<file path="config.mk">
export PLATFORM = sky130hd
export DESIGN_NAME = load_store_unit_flat
export DESIGN_NICKNAME = d
export VERILOG_FILES = /design/src/rtl/load_store_unit_if.sv /design/src/rtl/load_store_unit.sv /design/src/flat_wrapper.sv
export SDC_FILE = /design/constraint.sdc
export NUM_CORES = 1
export LEC_CHECK = 0
export BUFFER_PORTS_ARGS = -buffer_cell sky130_fd_sc_hd__buf_2
export CELL_PAD_IN_SITES_DETAIL_PLACEMENT = 1
export CELL_PAD_IN_SITES_GLOBAL_PLACEMENT = 2
export CORE_UTILIZATION = 28
export DETAILED_ROUTE_END_ITERATION = 12
export MAX_ROUTING_LAYER = met4
export PLACE_DENSITY_LB_ADDON = 0.1
export SETUP_SLACK_MARGIN = 0.4
export SYNTH_ARGS = -nofsm -noshare
export SYNTH_HDL_FRONTEND = slang
export SYNTH_SLANG_ARGS = --single-unit
</file>
<file path="constraint.sdc">
create_clock -name clk -period 2.4 [get_ports clk]
set_input_delay 0 -clock clk [delete_from_list [all_inputs] [get_ports clk]]
set_output_delay 0 -clock clk [all_outputs]
set_load 0.02 [all_outputs]
</file>
<file path="src/rtl/load_store_unit_if.sv">
// Data-memory request/acknowledge bus between the load/store unit and data memory.
interface load_store_unit_if;
  logic        dmem_req;
  logic        dmem_we;
  logic [31:0] dmem_addr;
  logic [31:0] dmem_wdata;
  logic [3:0]  dmem_be;
  logic [31:0] dmem_rdata;
  logic        dmem_ack;

  modport master (
    output dmem_req, dmem_we, dmem_addr, dmem_wdata, dmem_be,
    input  dmem_rdata, dmem_ack
  );

  modport slave (
    input  dmem_req, dmem_we, dmem_addr, dmem_wdata, dmem_be,
    output dmem_rdata, dmem_ack
  );
endinterface

</file>
<file path="src/rtl/load_store_unit.sv">
// Memory stage: one data-memory access per request, with byte-lane alignment for stores,
// extraction and sign/zero extension for loads, and fault reporting with the done pulse.
module load_store_unit #(
  parameter int unsigned TIMEOUT_CYCLES = 256
) (
  input  logic                       clk,
  input  logic                       rst,
  input  logic                       start,
  input  logic                       is_load,
  input  logic                       is_store,
  input  logic [2:0]                 funct3,
  input  logic [31:0]                alu_result,
  input  logic [31:0]                rs2_data,
  output logic                       busy,
  output logic                       done,
  output logic [31:0]                load_data,
  output logic [1:0]                 fault,
  load_store_unit_if.master          dmem
);

  localparam int unsigned CNT_W = (TIMEOUT_CYCLES < 2) ? 1 : $clog2(TIMEOUT_CYCLES + 1);
  localparam logic [CNT_W-1:0] CNT_LAST = CNT_W'(TIMEOUT_CYCLES - 1);

  localparam logic [1:0] FAULT_OK      = 2'b00;
  localparam logic [1:0] FAULT_MISALIGN = 2'b01;
  localparam logic [1:0] FAULT_TIMEOUT = 2'b10;
  localparam logic [1:0] FAULT_ILLEGAL = 2'b11;

  typedef enum logic [1:0] {
    S_IDLE = 2'd0,
    S_REQ  = 2'd1,
    S_RESP = 2'd2
  } state_e;

  state_e             state_q, state_d;
  logic               busy_q, busy_d;
  logic               done_q, done_d;
  logic [31:0]        load_data_q, load_data_d;
  logic [1:0]         fault_q, fault_d;
  logic               req_q, req_d;
  logic               we_q, we_d;
  logic [31:0]        addr_q, addr_d;
  logic [31:0]        wdata_q, wdata_d;
  logic [3:0]         be_q, be_d;
  logic [2:0]         funct3_q, funct3_d;
  logic [1:0]         off_q, off_d;
  logic               is_load_q, is_load_d;
  logic [CNT_W-1:0]   wait_cnt_q, wait_cnt_d;

  logic               illegal_c;
  logic               misaligned_c;
  logic [3:0]         be_c;
  logic [31:0]        st_wdata_c;
  logic [31:0]        shifted_c;
  logic [15:0]        half_c;
  logic [31:0]        ext_c;

  // Request decode: legality, alignment and lane placement of the incoming access.
  always_comb begin
    illegal_c    = is_load ? ((funct3 == 3'b011) || (funct3[2:1] == 2'b11))
                           : (funct3[2] || (funct3 == 3'b011));
    misaligned_c = ((funct3[1:0] == 2'b01) && alu_result[0]) ||
                   ((funct3[1:0] == 2'b10) && (alu_result[1:0] != 2'b00));
    be_c         = 4'b1111;
    st_wdata_c   = rs2_data;
    case (funct3[1:0])
      2'b00: begin
        be_c       = 4'b0001 << alu_result[1:0];
        st_wdata_c = {4{rs2_data[7:0]}};
      end
      2'b01: begin
        be_c       = alu_result[1] ? 4'b1100 : 4'b0011;
        st_wdata_c = {2{rs2_data[15:0]}};
      end
      default: begin
        be_c       = 4'b1111;
        st_wdata_c = rs2_data;
      end
    endcase
  end

  // Read-data lane selection and extension using the latched offset and width code.
  always_comb begin
    shifted_c = dmem.dmem_rdata >> {off_q, 3'b000};
    half_c    = off_q[1] ? dmem.dmem_rdata[31:16] : dmem.dmem_rdata[15:0];
    case (funct3_q)
      3'b000:  ext_c = {{24{shifted_c[7]}}, shifted_c[7:0]};
      3'b001:  ext_c = {{16{half_c[15]}}, half_c};
      3'b100:  ext_c = {24'd0, shifted_c[7:0]};
      3'b101:  ext_c = {16'd0, half_c};
      default: ext_c = dmem.dmem_rdata;
    endcase
  end

  // Next-state and registered-output computation.
  always_comb begin
    state_d     = state_q;
    done_d      = 1'b0;
    load_data_d = load_data_q;
    fault_d     = fault_q;
    req_d       = req_q;
    we_d        = we_q;
    addr_d      = addr_q;
    wdata_d     = wdata_q;
    be_d        = be_q;
    funct3_d    = funct3_q;
    off_d       = off_q;
    is_load_d   = is_load_q;
    wait_cnt_d  = wait_cnt_q;

    case (state_q)
      S_IDLE: begin
        if (start && (is_load ^ is_store)) begin
          funct3_d  = funct3;
          off_d     = alu_result[1:0];
          is_load_d = is_load;
          if (illegal_c) begin
            state_d     = S_RESP;
            done_d      = 1'b1;
            fault_d     = FAULT_ILLEGAL;
            load_data_d = 32'd0;
          end else if (misaligned_c) begin
            state_d     = S_RESP;
            done_d      = 1'b1;
            fault_d     = FAULT_MISALIGN;
            load_data_d = 32'd0;
          end else begin
            state_d    = S_REQ;
            req_d      = 1'b1;
            we_d       = is_store;
            addr_d     = {alu_result[31:2], 2'b00};
            wdata_d    = is_store ? st_wdata_c : 32'd0;
            be_d       = be_c;
            wait_cnt_d = '0;
          end
        end
      end
      S_REQ: begin
        if (dmem.dmem_ack) begin
          state_d     = S_RESP;
          req_d       = 1'b0;
          done_d      = 1'b1;
          fault_d     = FAULT_OK;
          load_data_d = is_load_q ? ext_c : 32'd0;
        end else begin
          wait_cnt_d = wait_cnt_q + CNT_W'(1);
          // A zero timeout leaves the request waiting indefinitely.
          if ((TIMEOUT_CYCLES != 0) && (wait_cnt_q == CNT_LAST)) begin
            state_d     = S_RESP;
            req_d       = 1'b0;
            done_d      = 1'b1;
            fault_d     = FAULT_TIMEOUT;
            load_data_d = 32'd0;
          end
        end
      end
      S_RESP: begin
        state_d = S_IDLE;
      end
      default: begin
        state_d = S_IDLE;
        req_d   = 1'b0;
      end
    endcase

    busy_d = (state_d != S_IDLE);
  end

  always_ff @(posedge clk) begin
    if (rst) begin
      state_q     <= S_IDLE;
      busy_q      <= 1'b0;
      done_q      <= 1'b0;
      load_data_q <= 32'd0;
      fault_q     <= FAULT_OK;
      req_q       <= 1'b0;
      we_q        <= 1'b0;
      addr_q      <= 32'd0;
      wdata_q     <= 32'd0;
      be_q        <= 4'b0000;
      funct3_q    <= 3'b000;
      off_q       <= 2'b00;
      is_load_q   <= 1'b0;
      wait_cnt_q  <= '0;
    end else begin
      state_q     <= state_d;
      busy_q      <= busy_d;
      done_q      <= done_d;
      load_data_q <= load_data_d;
      fault_q     <= fault_d;
      req_q       <= req_d;
      we_q        <= we_d;
      addr_q      <= addr_d;
      wdata_q     <= wdata_d;
      be_q        <= be_d;
      funct3_q    <= funct3_d;
      off_q       <= off_d;
      is_load_q   <= is_load_d;
      wait_cnt_q  <= wait_cnt_d;
    end
  end

  assign busy            = busy_q;
  assign done            = done_q;
  assign load_data       = load_data_q;
  assign fault           = fault_q;
  assign dmem.dmem_req   = req_q;
  assign dmem.dmem_we    = we_q;
  assign dmem.dmem_addr  = addr_q;
  assign dmem.dmem_wdata = wdata_q;
  assign dmem.dmem_be    = be_q;

endmodule

</file>
<file path="src/flat_wrapper.sv">
// flat-port wrapper written by rule: the top's interface ports become plain ports
module load_store_unit_flat 
#(
  parameter int unsigned TIMEOUT_CYCLES = 256
)
  (clk, rst, start, is_load, is_store, funct3, alu_result, rs2_data, busy, done, load_data, fault, dmem_dmem_req, dmem_dmem_we, dmem_dmem_addr, dmem_dmem_wdata, dmem_dmem_be, dmem_dmem_rdata, dmem_dmem_ack);
  load_store_unit_if dmem_i ();
  input  logic clk;
  input  logic rst;
  input  logic start;
  input  logic is_load;
  input  logic is_store;
  input  logic [2:0] funct3;
  input  logic [31:0] alu_result;
  input  logic [31:0] rs2_data;
  output logic busy;
  output logic done;
  output logic [31:0] load_data;
  output logic [1:0] fault;
  output wire logic [$bits(dmem_i.dmem_req)-1:0] dmem_dmem_req;
  output wire logic [$bits(dmem_i.dmem_we)-1:0] dmem_dmem_we;
  output wire logic [$bits(dmem_i.dmem_addr)-1:0] dmem_dmem_addr;
  output wire logic [$bits(dmem_i.dmem_wdata)-1:0] dmem_dmem_wdata;
  output wire logic [$bits(dmem_i.dmem_be)-1:0] dmem_dmem_be;
  input wire logic [$bits(dmem_i.dmem_rdata)-1:0] dmem_dmem_rdata;
  input wire logic [$bits(dmem_i.dmem_ack)-1:0] dmem_dmem_ack;
  assign dmem_dmem_req = dmem_i.dmem_req;
  assign dmem_dmem_we = dmem_i.dmem_we;
  assign dmem_dmem_addr = dmem_i.dmem_addr;
  assign dmem_dmem_wdata = dmem_i.dmem_wdata;
  assign dmem_dmem_be = dmem_i.dmem_be;
  assign dmem_i.dmem_rdata = dmem_dmem_rdata;
  assign dmem_i.dmem_ack = dmem_dmem_ack;
  load_store_unit #(.TIMEOUT_CYCLES(TIMEOUT_CYCLES)) u_core (.clk(clk), .rst(rst), .start(start), .is_load(is_load), .is_store(is_store), .funct3(funct3), .alu_result(alu_result), .rs2_data(rs2_data), .busy(busy), .done(done), .load_data(load_data), .fault(fault), .dmem(dmem_i));
endmodule
</file>
# After elaboration in Yosys (flattened, before gate mapping)
# Index checks and enable logic that the tools add are counted.
dict set report totals {
  reg_bits 121
  input_bits 105
  output_inout_bits 106
  elab_cells 97
}
dict set report op_classes {
  n_addsub 1
  eq_ne 16
  shifts 2
  muxes 43
  bitwise_logic 4
  reduce_logical 17
}
# op n
set op_table {}
lappend op_table {{2-to-1 mux 32 bit} 7}
lappend op_table {{case mux 32 bit (2 select lines)} 2}
lappend op_table {{case mux 32 bit (4 select lines)} 1}
lappend op_table {{2-to-1 mux 9 bit} 4}
lappend op_table {{>> shifter 32 x 5 -> 8 bit} 1}
lappend op_table {{2-to-1 mux 2 bit} 10}
lappend op_table {{case mux 9 bit (2 select lines)} 1}
lappend op_table {{2-to-1 mux 16 bit} 1}
lappend op_table {{2-to-1 mux 1 bit} 11}
lappend op_table {{AND reduction 5 bit} 2}
lappend op_table {{adder 9 x 1 -> 9 bit (second input constant)} 1}
lappend op_table {{equality test 9 x 8 -> 1 bit (second input constant)} 1}
lappend op_table {{case mux 2 bit (2 select lines)} 2}
lappend op_table {{case mux 4 bit (2 select lines)} 1}
lappend op_table {{AND reduction 4 bit} 2}
lappend op_table {{equality test 2 bit (second input constant)} 3}
lappend op_table {{equality test 3 bit (second input constant)} 2}
lappend op_table {{!= test 2 bit (second input constant)} 3}
lappend op_table {{nonzero test 2 bit} 3}
lappend op_table {{equality test 2 x 1 -> 1 bit (second input constant)} 2}
lappend op_table {{logical NOT 2 bit} 2}
lappend op_table {{2-to-1 mux 4 bit} 1}
lappend op_table {{<< shifter 1 x 2 -> 4 bit (first input constant)} 1}
lappend op_table {{equality test 3 x 1 -> 1 bit (second input constant)} 1}
lappend op_table {{other kinds (12)} 18}

# Longest topological paths before layout
# Gate-level depths: netlist of the first run.
dict set report depth {
  word_depth 8
  depth_mapped 9
  depth_no_buf 8
}

# Least setup slack after synthesis of the first run
# Ideal clock, no wire load.
dict set report synth_path {
  path_type {register to register}
  startpoint {register u_core.off_q[1]}
  endpoint {register u_core.load_data_q[15] (netlist: u_core.load_data[15])}
  setup_ns 0.117
  arrival_ns 1.648
  required_time_ns 2.283
  path_slack_ns 0.635
  stages_incl_launch_ff 6
  n_path_buf 1
  synth_period_minus_slack_ns 1.765
  path_cell_list {dfxtp_1 buf_2 mux4_2 a21oi_1 nand2_1 a32o_1}
}
dict set report synth_between {
  elab_chain_len 5
  word_cells_on_any_way 6
  cone_classes {shift: 1; mux: 5}
}
# element line
set synth_lines {}
lappend synth_lines {{start: declaration} load_store_unit.sv:46} ;# logic [1:0] off_q, off_d;
lappend synth_lines {{start signal: assignment} load_store_unit.sv:182} ;# off_q <= 2'b00;
lappend synth_lines {{start signal: assignment} load_store_unit.sv:197} ;# off_q <= off_d;
lappend synth_lines {{>> shifter 32 x 5 -> 8 bit or 2-to-1 mux 16 bit (tied branches)} {load_store_unit.sv:84, load_store_unit.sv:85}}
lappend synth_lines {{case mux 32 bit (4 select lines) (*)} load_store_unit.sv:86} ;# case (funct3_q)
lappend synth_lines {{2-to-1 mux 32 bit (*)} load_store_unit.sv:144} ;# load_data_d = is_load_q ? ext_c : 32'd0;
lappend synth_lines {{2-to-1 mux 32 bit (*)} load_store_unit.sv:139} ;# if (dmem.dmem_ack) begin
lappend synth_lines {{case mux 32 bit (2 select lines) (*)} load_store_unit.sv:111} ;# case (state_q)
lappend synth_lines {{end signal: assignment} load_store_unit.sv:189} ;# load_data_q <= load_data_d;
lappend synth_lines {{end: declaration} load_store_unit.sv:38} ;# logic [31:0] load_data_q, load_data_d;
# Mark *: on every way between the ends. The rest lies on a longest branch, timed or not.
# A chain may end at the register's enable or synchronous reset.

# Worst setup path after layout of the first run
dict set report layout_path {
  startpoint {input port alu_result[1]}
  endpoint {register u_core.be_q[3] (netlist: u_core.dmem.dmem_be[3])}
}
dict set report layout_between {
  elab_chain_len 5
  word_cells_on_any_way 8
  cone_classes {shift: 1; mux: 2; bitwise: 1; reduce/logical: 4}
}
# element line
set layout_lines {}
lappend layout_lines {{start: declaration} flat_wrapper.sv:14} ;# input logic [31:0] alu_result;
lappend layout_lines {{nonzero test 2 bit} load_store_unit.sv:63} ;# ((funct3[1:0] == 2'b10) && (alu_result[1:0] != 2'b00));
lappend layout_lines {{logical AND 1 bit} load_store_unit.sv:63}
lappend layout_lines {{logical OR 1 bit} load_store_unit.sv:62} ;# misaligned_c = ((funct3[1:0] == 2'b01) && alu_result[0]) ||
lappend layout_lines {{NOT 1 bit (no source line)} n/a}
lappend layout_lines {{AND reduction 4 bit (no source line)} n/a}
lappend layout_lines {{end signal: assignment} load_store_unit.sv:180} ;# be_q <= 4'b0000;
lappend layout_lines {{end signal: assignment} load_store_unit.sv:195} ;# be_q <= be_d;
lappend layout_lines {{end: declaration} load_store_unit.sv:44} ;# logic [3:0] be_q, be_d;
# Parallel ways exist; a longest one is shown, timed or not.

==> reports/metrics.csv, run 1 <==
stage;metric;value;unit
run_status;outcome;finished, final reports clean;
place;count of buffers from port buffering;208;
timing;clock skew;0.007797;ns
floorplan;I/O Pins;211;
timing;RSZ-0062 raised after global routing;false;
clocking;Clock Path Buffers;2;
critical_path;slowest stage cell, crit path;or4_4;
yosys;Mapped Cells;583;
clocking;CTS tree;built;
yosys;largest area contributor in the netlist;dfxtp_1;
timing;post-route setup TNS;0;ns
yosys;share of the synthesized area in the top cell type;45.22;%
finish;share of post-route cells with drive strength above 1;31.57;%
critical_path;Crit. End Element;flop;
grt;vias in the first global route;5966;
clocking;H-tree lvl count;4;
floorplan;Placeable Area;0.01871;mm2
critical_path;CP Data Required Time;2.71;ns
yosys;post-synth design cell area;0.005356;mm2
detailed_routing;drc violations;0;
floorplan;die width;140.3;um
floorplan;Die Y;140.3;um
timing;minimum clock period after layout;1.894;ns
detailed_routing;vias per cell;5.018;
power_and_ir_drop;peak supply drop;0.5011;mV
timing;maximum clock rate;528.0;MHz
hold_path;worst hold path class;input port to flop;
finish;Final Instance Area;0.008244;mm2
finish;layout net count;982;
flow_run;MaxCap Viol Count;0;
floorplan;Starting Density;28.64;%
detailed_routing;wire length on met3;932;um
grt;global route overflow;0;
floorplan;Core Rows;50;
clocking;root buf cell;clkbuf_16;
clocking;TritonCTS Sinks;121;
detailed_routing;DR top layer;met4;
place;RD Place Congestion;0.8112;
grt;initial antenna violation count;2;
critical_path;Crit Path Max Fanout;25;
yosys;sequential fraction of the synthesis area;45.22;%
timing;slew margin rel.;41.42;%
yosys;top cells by count, synth;121 x dfxtp_1, 54 x a21oi_1, 47 x o21ai_0;
timing;Hold WS;0.03204;ns
critical_path;CP Buf/Inv Count;3;
grt;first-pass GRT wire length;30790;um
clocking;Clock transition at path regs;0.05;ns
power_and_ir_drop;Final Power;5467;uW
clocking;Num CTS Buffers;17;
finish;# fillers;2176;
detailed_routing;DRT iter0 DRCs;185;
timing;final setup vio count;0;
detailed_routing;DR pass1 iterations;4;
detailed_routing;routed wire length per instance;17.23;um
place;hpwl dp;12980;um
grt;largest net degree at the start of global routing;36;
yosys;Area contributors post-synth;dfxtp_1 45%, a21oi_1 5.0%, mux2i_1 4.9%;
yosys;flops & latches, synth;121;
yosys;Synth cell types;51;
timing;Worst-Margin Slew;0.8787;ns
grt;All-Layer GR Usage;20.57;%
critical_path;CP Cell Sequence;dlygate4sd3_1 -> buf_2 -> or4_4 -> o31ai_4 -> buf_6 -> a21oi_1 -> a311oi_1;
clocking;postcts setup bufs;0;
timing;Hold Fails Final Rpt;0;
timing;post-route setup slack;0.5060;ns
yosys;cell with the most instances after synthesis;dfxtp_1;
clocking;worst skew pair latency;0.42;ns
critical_path;Largest delay share family, worst path;buffers and inverters;
critical_path;critical path's largest stage delay;0.55;ns
detailed_routing;met2 WL;9307;um
finish;synth-to-layout area growth;53.91;%
timing;max-slew violation count;0;
power_and_ir_drop;Pwr Density;663.1;mW/mm2
yosys;most common flop cell mapped by yosys;dfxtp_1;
place;Place WS;0.3779;ns
timing;Final period util;78.92;%
floorplan;full die area;0.01969;mm2
yosys;asr flop ratio synth;0;%
critical_path;Worst Path Class, Setup;input port to flop;
yosys;synthesized area per cell;9.188;um2
place;Placed Instance Area;0.006625;mm2
power_and_ir_drop;leakage power figure;0.003547;uW
detailed_routing;met1 wire length;8794;um
detailed_routing;Antenna Nets Post-Route;0;
detailed_routing;Post-Route WL;19350;um
detailed_routing;via count;5635;
yosys;Ys Warns;0;
yosys;number of enable flip-flop cells after synthesis;0;
critical_path;Worst Path Arrival;2.20;ns
critical_path;Startpoint Class;input port;
[layer usage]
metal	global-route usage, %	vias up
met5	-	-
met4	6.883	0
met3	5.060	26
met2	34.24	156
met1	24.19	2729
li1	-	2724
[area by class of cell]
class / count / area, um2 / share of cell area [%]
Antenna cell: 2 / 5.005 / 0.06071
Clock buffer: 22 / 464.2 / 5.631
Clock inverter: 9 / 122.6 / 1.487
Inverter: 12 / 45.04 / 0.5464
Multi-Input combinational cell: 397 / 2680 / 32.51
Sequential cell: 121 / 2425 / 29.41
Tap cell: 234 / 292.8 / 3.551
Timing Repair Buffer: 326 / 2210 / 26.80
[power by group]
part / internal (uW) / switching [uW] / total, uW
Clock: 1670 / 910 / 2580
Sequential: 2060 / 39.6 / 2100
Combinational: 355 / 433 / 788
[worst paths after layout]
path	start	end	slack [ns]	depth (start not counted)
max reg2reg	u_core.state_q[1]$_SDFF_PP0_	u_core.dmem.dmem_wdata[26]$_SDFFE_PP0P_	0.52	5
min reg2reg	u_core.load_data[14]$_SDFFE_PP0P_	u_core.load_data[14]$_SDFFE_PP0P_	0.46	1
min	is_load	u_core.is_load_q$_SDFFE_PP0P_	0.03	4
max	alu_result[1]	u_core.dmem.dmem_be[3]$_SDFFE_PP0P_	0.51	7
[repair_timing]
action,in CTS,in global routing
pin swaps,0,0
hold buffers,100,0
setup endpoints to repair,22,66
gates resized for setup,1,9
endpoints found under the hold margin,101,0
cloned,0,0
[worst min-delay path: cells and delay by family]
family	cells	cell delay (ns)
compound gates	2	0.20
simple gates	1	0.08
buf+inv	1	0.13
[registers in the layout, indices dropped and copies added (netlist names)]
name and flops:
u_core.state_q 2, u_core.fault 2, u_core.done 1, u_core.dmem.dmem_be 4, u_core.busy 1, u_core.dmem.dmem_req 1
u_core.dmem.dmem_wdata 32, u_core.dmem.dmem_addr 30, u_core.wait_cnt_q 9, u_core.funct3_q 3, u_core.load_data 32, u_core.off_q 2
u_core.dmem.dmem_we 1, u_core.is_load_q 1
[cells by family after synthesis]
kind of cell / Yosys count / synth area share, %
other cells: 1 / 0.07001
compound gates: 193 / 24.99
buf+inv: 66 / 5.466
mux: 36 / 7.171
xor+xnor: 8 / 1.308
fa+ha+maj: 2 / 0.4671
flops: 121 / 45.22
simple gates: 156 / 15.30
[through the flow]
step / util [%] / cells
2_1_floorplan: - / 584
3_3_place_gp: 35.42 / 990
3_5_place_dp: 35.42 / 990
4_1_cts: 43.92 / 1121
5_1_grt: 44.07 / 1123
6_report: 44.07 / 1123
[cells in the final DEF (no fill, tap or decap), drive strengths merged, types with 9 or more instances in the layout]
| cell | n |
|---|---|
| buf | 226 |
| dfxtp | 121 |
| dlygate4sd3 | 100 |
| a21oi | 54 |
| o21ai | 47 |
| nand2 | 43 |
| nand3 | 34 |
| mux2i | 26 |
| nand2b | 24 |
| a32o | 24 |
| o2bb2ai | 22 |
| clkbuf | 22 |
| a22o | 19 |
| nor2 | 19 |
| inv | 12 |
| mux2 | 9 |
Note: power is estimated with default switching activity, not from simulation.
==> run 2, diff against run 1 <==
CORE_UTILIZATION = 25   (was 28)
clock period = 1.65 ns   (was 2.4 ns; I/O delays follow)
==> run 2 against run 1 <==
Compared with the run above: sequential cell count is the same; worst hold slack worse by 0.019 ns; sequential power is 45% higher; critical path type is now flop to flop; highest routed layer unchanged.
==> reports/metrics.csv, run 2 (synthesis gave the netlist of run 1 again) <==
stage;metric;value;unit
timing;final setup vio count;0;
clocking;H-tree lvl count;4;
place;placed cell count;1051;
floorplan;Starting Density;25.48;%
clocking;root buf cell;clkbuf_16;
timing;Hold Fails Final Rpt;0;
critical_path;Worst Path Arrival;1.94;ns
clocking;Num CTS Buffers;17;
place;count of buffers from port buffering;208;
run_status;outcome;finished, final reports clean;
detailed_routing;routed wire length per instance;18.42;um
grt;largest net degree at the start of global routing;36;
critical_path;Crit. End Element;flop;
detailed_routing;Post-Route WL;22470;um
hold_path;worst hold path class;input port to flop;
finish;Multi-input gate area;0.003725;mm2
floorplan;I/O Pins;211;
timing;maximum clock rate;610.2;MHz
finish;Layout Utilization;48.69;%
clocking;Clock Path Buffers;2;
timing;Worst-Margin Slew;0.8757;ns
clocking;TritonCTS Sinks;121;
grt;initial antenna violation count;4;
detailed_routing;DR pass1 iterations;4;
finish;layout net count;1037;
finish;# fillers;2288;
finish;share of post-route cells with drive strength above 1;51.49;%
critical_path;Crit Path Max Fanout;32;
critical_path;Worst Path Class, Setup;flop to flop;
grt;All-Layer GR Usage;20.33;%
critical_path;FF-to-FF Start;u_core.wait_cnt_q[1]$_SDFFE_PP0P_;
timing;clock skew;0.008613;ns
detailed_routing;drc violations;0;
clocking;CTS tree;built;
power_and_ir_drop;leakage power figure;0.004147;uW
critical_path;RR Endpoint;u_core.load_data[7]$_SDFFE_PP0P_;
detailed_routing;vias per cell;4.852;
floorplan;Placeable Area;0.02102;mm2
power_and_ir_drop;peak supply drop;0.6099;mV
hold_path;Hold Path Stages;3;
timing;Final period util;99.33;%
critical_path;CP Data Required Time;1.96;ns
detailed_routing;DRT iter0 DRCs;166;
timing;slew margin rel.;41.62;%
power_and_ir_drop;Pwr Density;831.9;mW/mm2
hold_path;Hold Path End;u_core.load_data[23]$_SDFFE_PP0P_;
detailed_routing;Antenna Nets Post-Route;0;
grt;global route overflow;0;
critical_path;Startpoint Class;flop;
hold_path;worst hold start;dmem_dmem_rdata[23];
detailed_routing;via count;5919;
grt;vias in the first global route;6221;
floorplan;full die area;0.02202;mm2
finish;Seq. cell area;0.002435;mm2
grt;first-pass GRT wire length;33540;um
floorplan;die width;148.4;um
timing;minimum clock period after layout;1.639;ns
place;hpwl dp;13490;um
finish;most frequent cells in the layout;208 x buf_2, 115 x dfxtp_1, 98 x dlygate4sd3_1, 38 x nand2_1, 31 x buf_4;
place;RD Place Congestion;0.8403;
critical_path;worst r2r path cells;9;
floorplan;Core Rows;53;
flow_run;MaxCap Viol Count;0;
finish;synth-to-layout area growth;91.10;%
critical_path;r2r setup slk;0.01;ns
clocking;worst skew pair latency;0.41;ns
clocking;Clock transition at path regs;0.06;ns
finish;Non-Filler Instances;1220;
timing;max-slew violation count;0;
timing;RSZ-0062 raised after global routing;true;
floorplan;Die Y;148.4;um
finish;most common cell after layout, fill and taps aside;buf_2;
run 2: per-stage QoR:
| stage | setup WS (ns) | area, um2 | hold slack (ns) | TNS (ns) | power [uW] |
|---|---|---|---|---|---|
| floorplan | 0.04469 | 5688 | 0.1285 | 0 | 3770 |
| global placement | 0.02176 | 7132 | 0.2567 | 0 | 4166 |
| detailed placement | -0.05881 | 7132 | 0.2604 | -0.8426 | 4194 |
| CTS | -0.01157 | 9648 | 0.008046 | -0.01157 | 8438 |
| global route | -0.04721 | 10230 | 0.01439 | -0.6569 | 8881 |
| finish | 0.01113 | 10240 | 0.01339 | 0 | 8515 |
run 2: worst max-delay path by stage:
| stage | slack, ns | from | to | depth (start not counted) |
|---|---|---|---|---|
| 6_report | 0.01 | u_core.wait_cnt_q[1]$_SDFFE_PP0P_ | u_core.load_data[7]$_SDFFE_PP0P_ | 9 |
| 4_1_cts | -0.01 | u_core.wait_cnt_q[1]$_SDFFE_PP0P_ | u_core.load_data[7]$_SDFFE_PP0P_ | 9 |
| 3_3_place_gp | 0.02 | u_core.wait_cnt_q[1]$_SDFFE_PP0P_ | u_core.load_data[7]$_SDFFE_PP0P_ | 9 |
| 2_1_floorplan | 0.04 | u_core.state_q[1]$_SDFF_PP0_ | u_core.dmem.dmem_wdata[25]$_SDFFE_PP0P_ | 7 |
| 3_5_place_dp | -0.06 | u_core.off_q[1]$_SDFFE_PP0P_ | u_core.load_data[30]$_SDFFE_PP0P_ | 4 |
| 5_1_grt | -0.05 | u_core.wait_cnt_q[1]$_SDFFE_PP0P_ | u_core.fault[1]$_SDFFE_PP0P_ | 10 |
run 2: critical path, cell delays in order, from the launching register on:
cell	delay, ns
dfxtp_2	0.35
ha_4	0.14
nand3_2	0.06
nor2_2	0.14
ha_4	0.18
nor2_4	0.05
nor2_4	0.12
a211oi_4	0.05
buf_12	0.19
a22o_1	0.25
run 2: repair_timing:
item	4_1_cts	5_1_grt
gates resized for setup	159	68
cloned	8	5
endpoints found under the hold margin	97	0
setup endpoints to repair	120	120
hold buffers	98	0
pin swaps	81	46
buffers inserted	18	6
run 2: power breakdown:
group,switching (uW),internal [uW],total (uW)
logic,921,862,1780
clock network,1380,2300,3680
registers,63.8,2990,3050
run 2: final cells by class:
cell class | instances | area share [%]
clock inverters | 9 | 0.9779
repair buffers | 381 | 30.36
well taps | 275 | 3.361
clock buffers | 20 | 4.559
diodes | 5 | 0.1222
multi-input cells | 397 | 36.39
flip-flops and latches | 121 | 23.79
inverters | 12 | 0.4400
run 2: metal layers:
metal,wire [um],global-route usage (%)
met2,11550,34.79
met3,987,4.693
met5,0,-
met1,9731,23.92
met4,197,5.103
==> run 3, diff against run 2 <==
CTS_BUF_LIST = sky130_fd_sc_hd__clkbuf_16   (was not set)
==> run 3 against run 2 <==
Compared with the run above: wire length is 0.45% higher; non-clock buffer count unchanged; largest power group unchanged; sequential power is essentially flat; global-route usage is essentially flat; power is 1.7% lower; critical endpoint unchanged; sequential share of layout area is 0.076 points higher; first-iteration DRC count up 3.6%.
==> reports/metrics.csv, run 3 (synthesis gave the netlist of run 1 again) <==
stage;metric;value;unit
run_status;outcome;finished, final reports clean;
grt;All-Layer GR Usage;20.38;%
timing;max-slew violation count;0;
critical_path;Crit. End Element;flop;
hold_path;Hold Path End;u_core.load_data[23]$_SDFFE_PP0P_;
floorplan;Die Y;148.4;um
grt;GRT busiest layer;met2;
finish;# fillers;2300;
clocking;TritonCTS Sinks;121;
finish;share of post-route cells with drive strength above 1;51.06;%
floorplan;full die area;0.02202;mm2
place;Placed Instance Area;0.007132;mm2
floorplan;Core Rows;53;
clocking;worst skew pair latency;0.41;ns
critical_path;worst r2r path cells;9;
clocking;Clock Path Buffers;2;
critical_path;CP Cell Sequence;ha_4 -> nand3_2 -> nor2_2 -> ha_4 -> nor2_4 -> nor2_4 -> a211oi_4 -> buf_12 -> a22o_1;
grt;grt met2 use;34.60;%
timing;RSZ-0062 raised after global routing;true;
hold_path;worst hold start;dmem_dmem_rdata[23];
timing;minimum clock period after layout;1.640;ns
finish;layout net count;1037;
detailed_routing;DRT iter0 DRCs;172;
floorplan;Starting Density;25.48;%
critical_path;FF-to-FF Start;u_core.wait_cnt_q[1]$_SDFFE_PP0P_;
timing;slew margin rel.;42.30;%
power_and_ir_drop;Pwr Density;820.6;mW/mm2
timing;clock skew;0.008885;ns
hold_path;Hold Path Stages;3;
power_and_ir_drop;Final Power;8373;uW
critical_path;Worst Path Class, Setup;flop to flop;
grt;largest net degree at the start of global routing;36;
timing;Hold Fails Final Rpt;0;
critical_path;Worst Path Arrival;1.94;ns
detailed_routing;drc violations;0;
place;RD Place Congestion;0.8403;
floorplan;I/O Pins;211;
grt;global route overflow;0;
power_and_ir_drop;leakage power figure;0.004128;uW
timing;post-route setup TNS;0;ns
finish;synth-to-layout area growth;90.49;%
finish;Final Instance Area;0.01020;mm2
timing;final setup vio count;0;
timing;Final period util;99.38;%
critical_path;slowest stage cell, crit path;dfxtp_2;
place;hpwl dp;13490;um
critical_path;Startpoint Class;flop;
clocking;root buf cell;clkbuf_16;
flow_run;MaxCap Viol Count;0;
critical_path;r2r setup slk;0.01;ns
clocking;Num CTS Buffers;17;
power_and_ir_drop;peak supply drop;0.6088;mV
detailed_routing;routed wire length per instance;18.49;um
place;count of buffers from port buffering;208;
timing;maximum clock rate;609.8;MHz
floorplan;Placeable Area;0.02102;mm2
hold_path;worst hold path class;input port to flop;
detailed_routing;Post-Route WL;22570;um
critical_path;CP Data Required Time;1.95;ns
detailed_routing;via count;5894;
critical_path;Crit Path Max Fanout;32;
grt;initial antenna violation count;5;
floorplan;die width;148.4;um
detailed_routing;DR pass1 iterations;4;
grt;first-pass GRT wire length;33570;um
critical_path;critical path's largest stage delay;0.35;ns
clocking;Clock transition at path regs;0.06;ns
clocking;CTS tree;built;
finish;most common cell after layout, fill and taps aside;buf_2;
clocking;H-tree lvl count;4;
grt;M1 GR Usage;23.92;%
critical_path;RR Endpoint;u_core.load_data[7]$_SDFFE_PP0P_;
timing;Worst-Margin Slew;0.8656;ns
finish;most frequent cells in the layout;208 x buf_2, 115 x dfxtp_1, 98 x dlygate4sd3_1, 38 x nand2_1, 31 x buf_4;
detailed_routing;vias per cell;4.827;
grt;M3 GR Usage;4.693;%
detailed_routing;Antenna Nets Post-Route;0;
grt;vias in the first global route;6223;
[run 3: through the flow]
step / instances / hold slack, ns / utilization [%] / setup WS, ns
detailed placement: 1051 / 0.2604 / 33.93 / -0.05881
floorplan: 584 / 0.1285 / - / 0.04469
global placement: 1051 / 0.2567 / 33.93 / 0.02176
finish: 1221 / 0.01359 / 48.54 / 0.01021
global route: 1220 / 0.01363 / 48.53 / -0.04747
CTS: 1204 / 0.007704 / 45.75 / -0.01251
[run 3: worst max path at each step]
stage | startpoint | to | slack [ns]
floorplan | u_core.state_q[1]$_SDFF_PP0_ | u_core.dmem.dmem_wdata[25]$_SDFFE_PP0P_ | 0.04
global placement | u_core.wait_cnt_q[1]$_SDFFE_PP0P_ | u_core.load_data[7]$_SDFFE_PP0P_ | 0.02
detailed placement | u_core.off_q[1]$_SDFFE_PP0P_ | u_core.load_data[30]$_SDFFE_PP0P_ | -0.06
CTS | u_core.wait_cnt_q[1]$_SDFFE_PP0P_ | u_core.load_data[7]$_SDFFE_PP0P_ | -0.01
global route | u_core.wait_cnt_q[1]$_SDFFE_PP0P_ | u_core.fault[1]$_SDFFE_PP0P_ | -0.05
finish | u_core.wait_cnt_q[1]$_SDFFE_PP0P_ | u_core.load_data[7]$_SDFFE_PP0P_ | 0.01
[run 3: area by class of cell]
class | instances | area [um2] | area share (%)
Multi-Input combinational cell | 397 | 3720 | 36.46
Timing Repair Buffer | 381 | 3108 | 30.46
Sequential cell | 121 | 2435 | 23.86
Clock buffer | 17 | 425.4 | 4.169
Tap cell | 275 | 344.1 | 3.372
Clock inverter | 12 | 111.4 | 1.091
Inverter | 12 | 45.04 | 0.4414
Antenna cell | 6 | 15.01 | 0.1471
[run 3: per-layer routing]
| metal | routed length [um] | up-vias | share of wire (%) |
|---|---|---|---|
| met5 | 0 | - | 0 |
| met4 | 204 | 0 | 0.90 |
| met3 | 872 | 13 | 3.9 |
| met2 | 11590 | 129 | 51 |
| met1 | 9900 | 2915 | 44 |
| li1 | - | 2837 | - |
[run 3: what timing repair did]
action	4_1_cts	5_1_grt
pin swaps	81	46
gates resized for setup	159	67
hold buffers	98	0
setup buffers	18	6
endpoints found under the setup margin	120	120
hold endpoints to repair	97	0
gates cloned	8	5
[run 3: report_power, final]
| group | internal, uW | leakage, uW | switching, uW |
|---|---|---|---|
| sequential | 2990 | 0.000982 | 64.0 |
| clock | 2160 | 0.000262 | 1370 |
| combinational | 862 | 0.00288 | 922 |
[run 3: worst max-delay path, delay by kind of cell, from the launching register on]
family	cells	cell delay (ns)
flops	1	0.35
compound gates	2	0.30
fa+ha+maj	2	0.32
buf+inv	1	0.19
simple gates	4	0.37
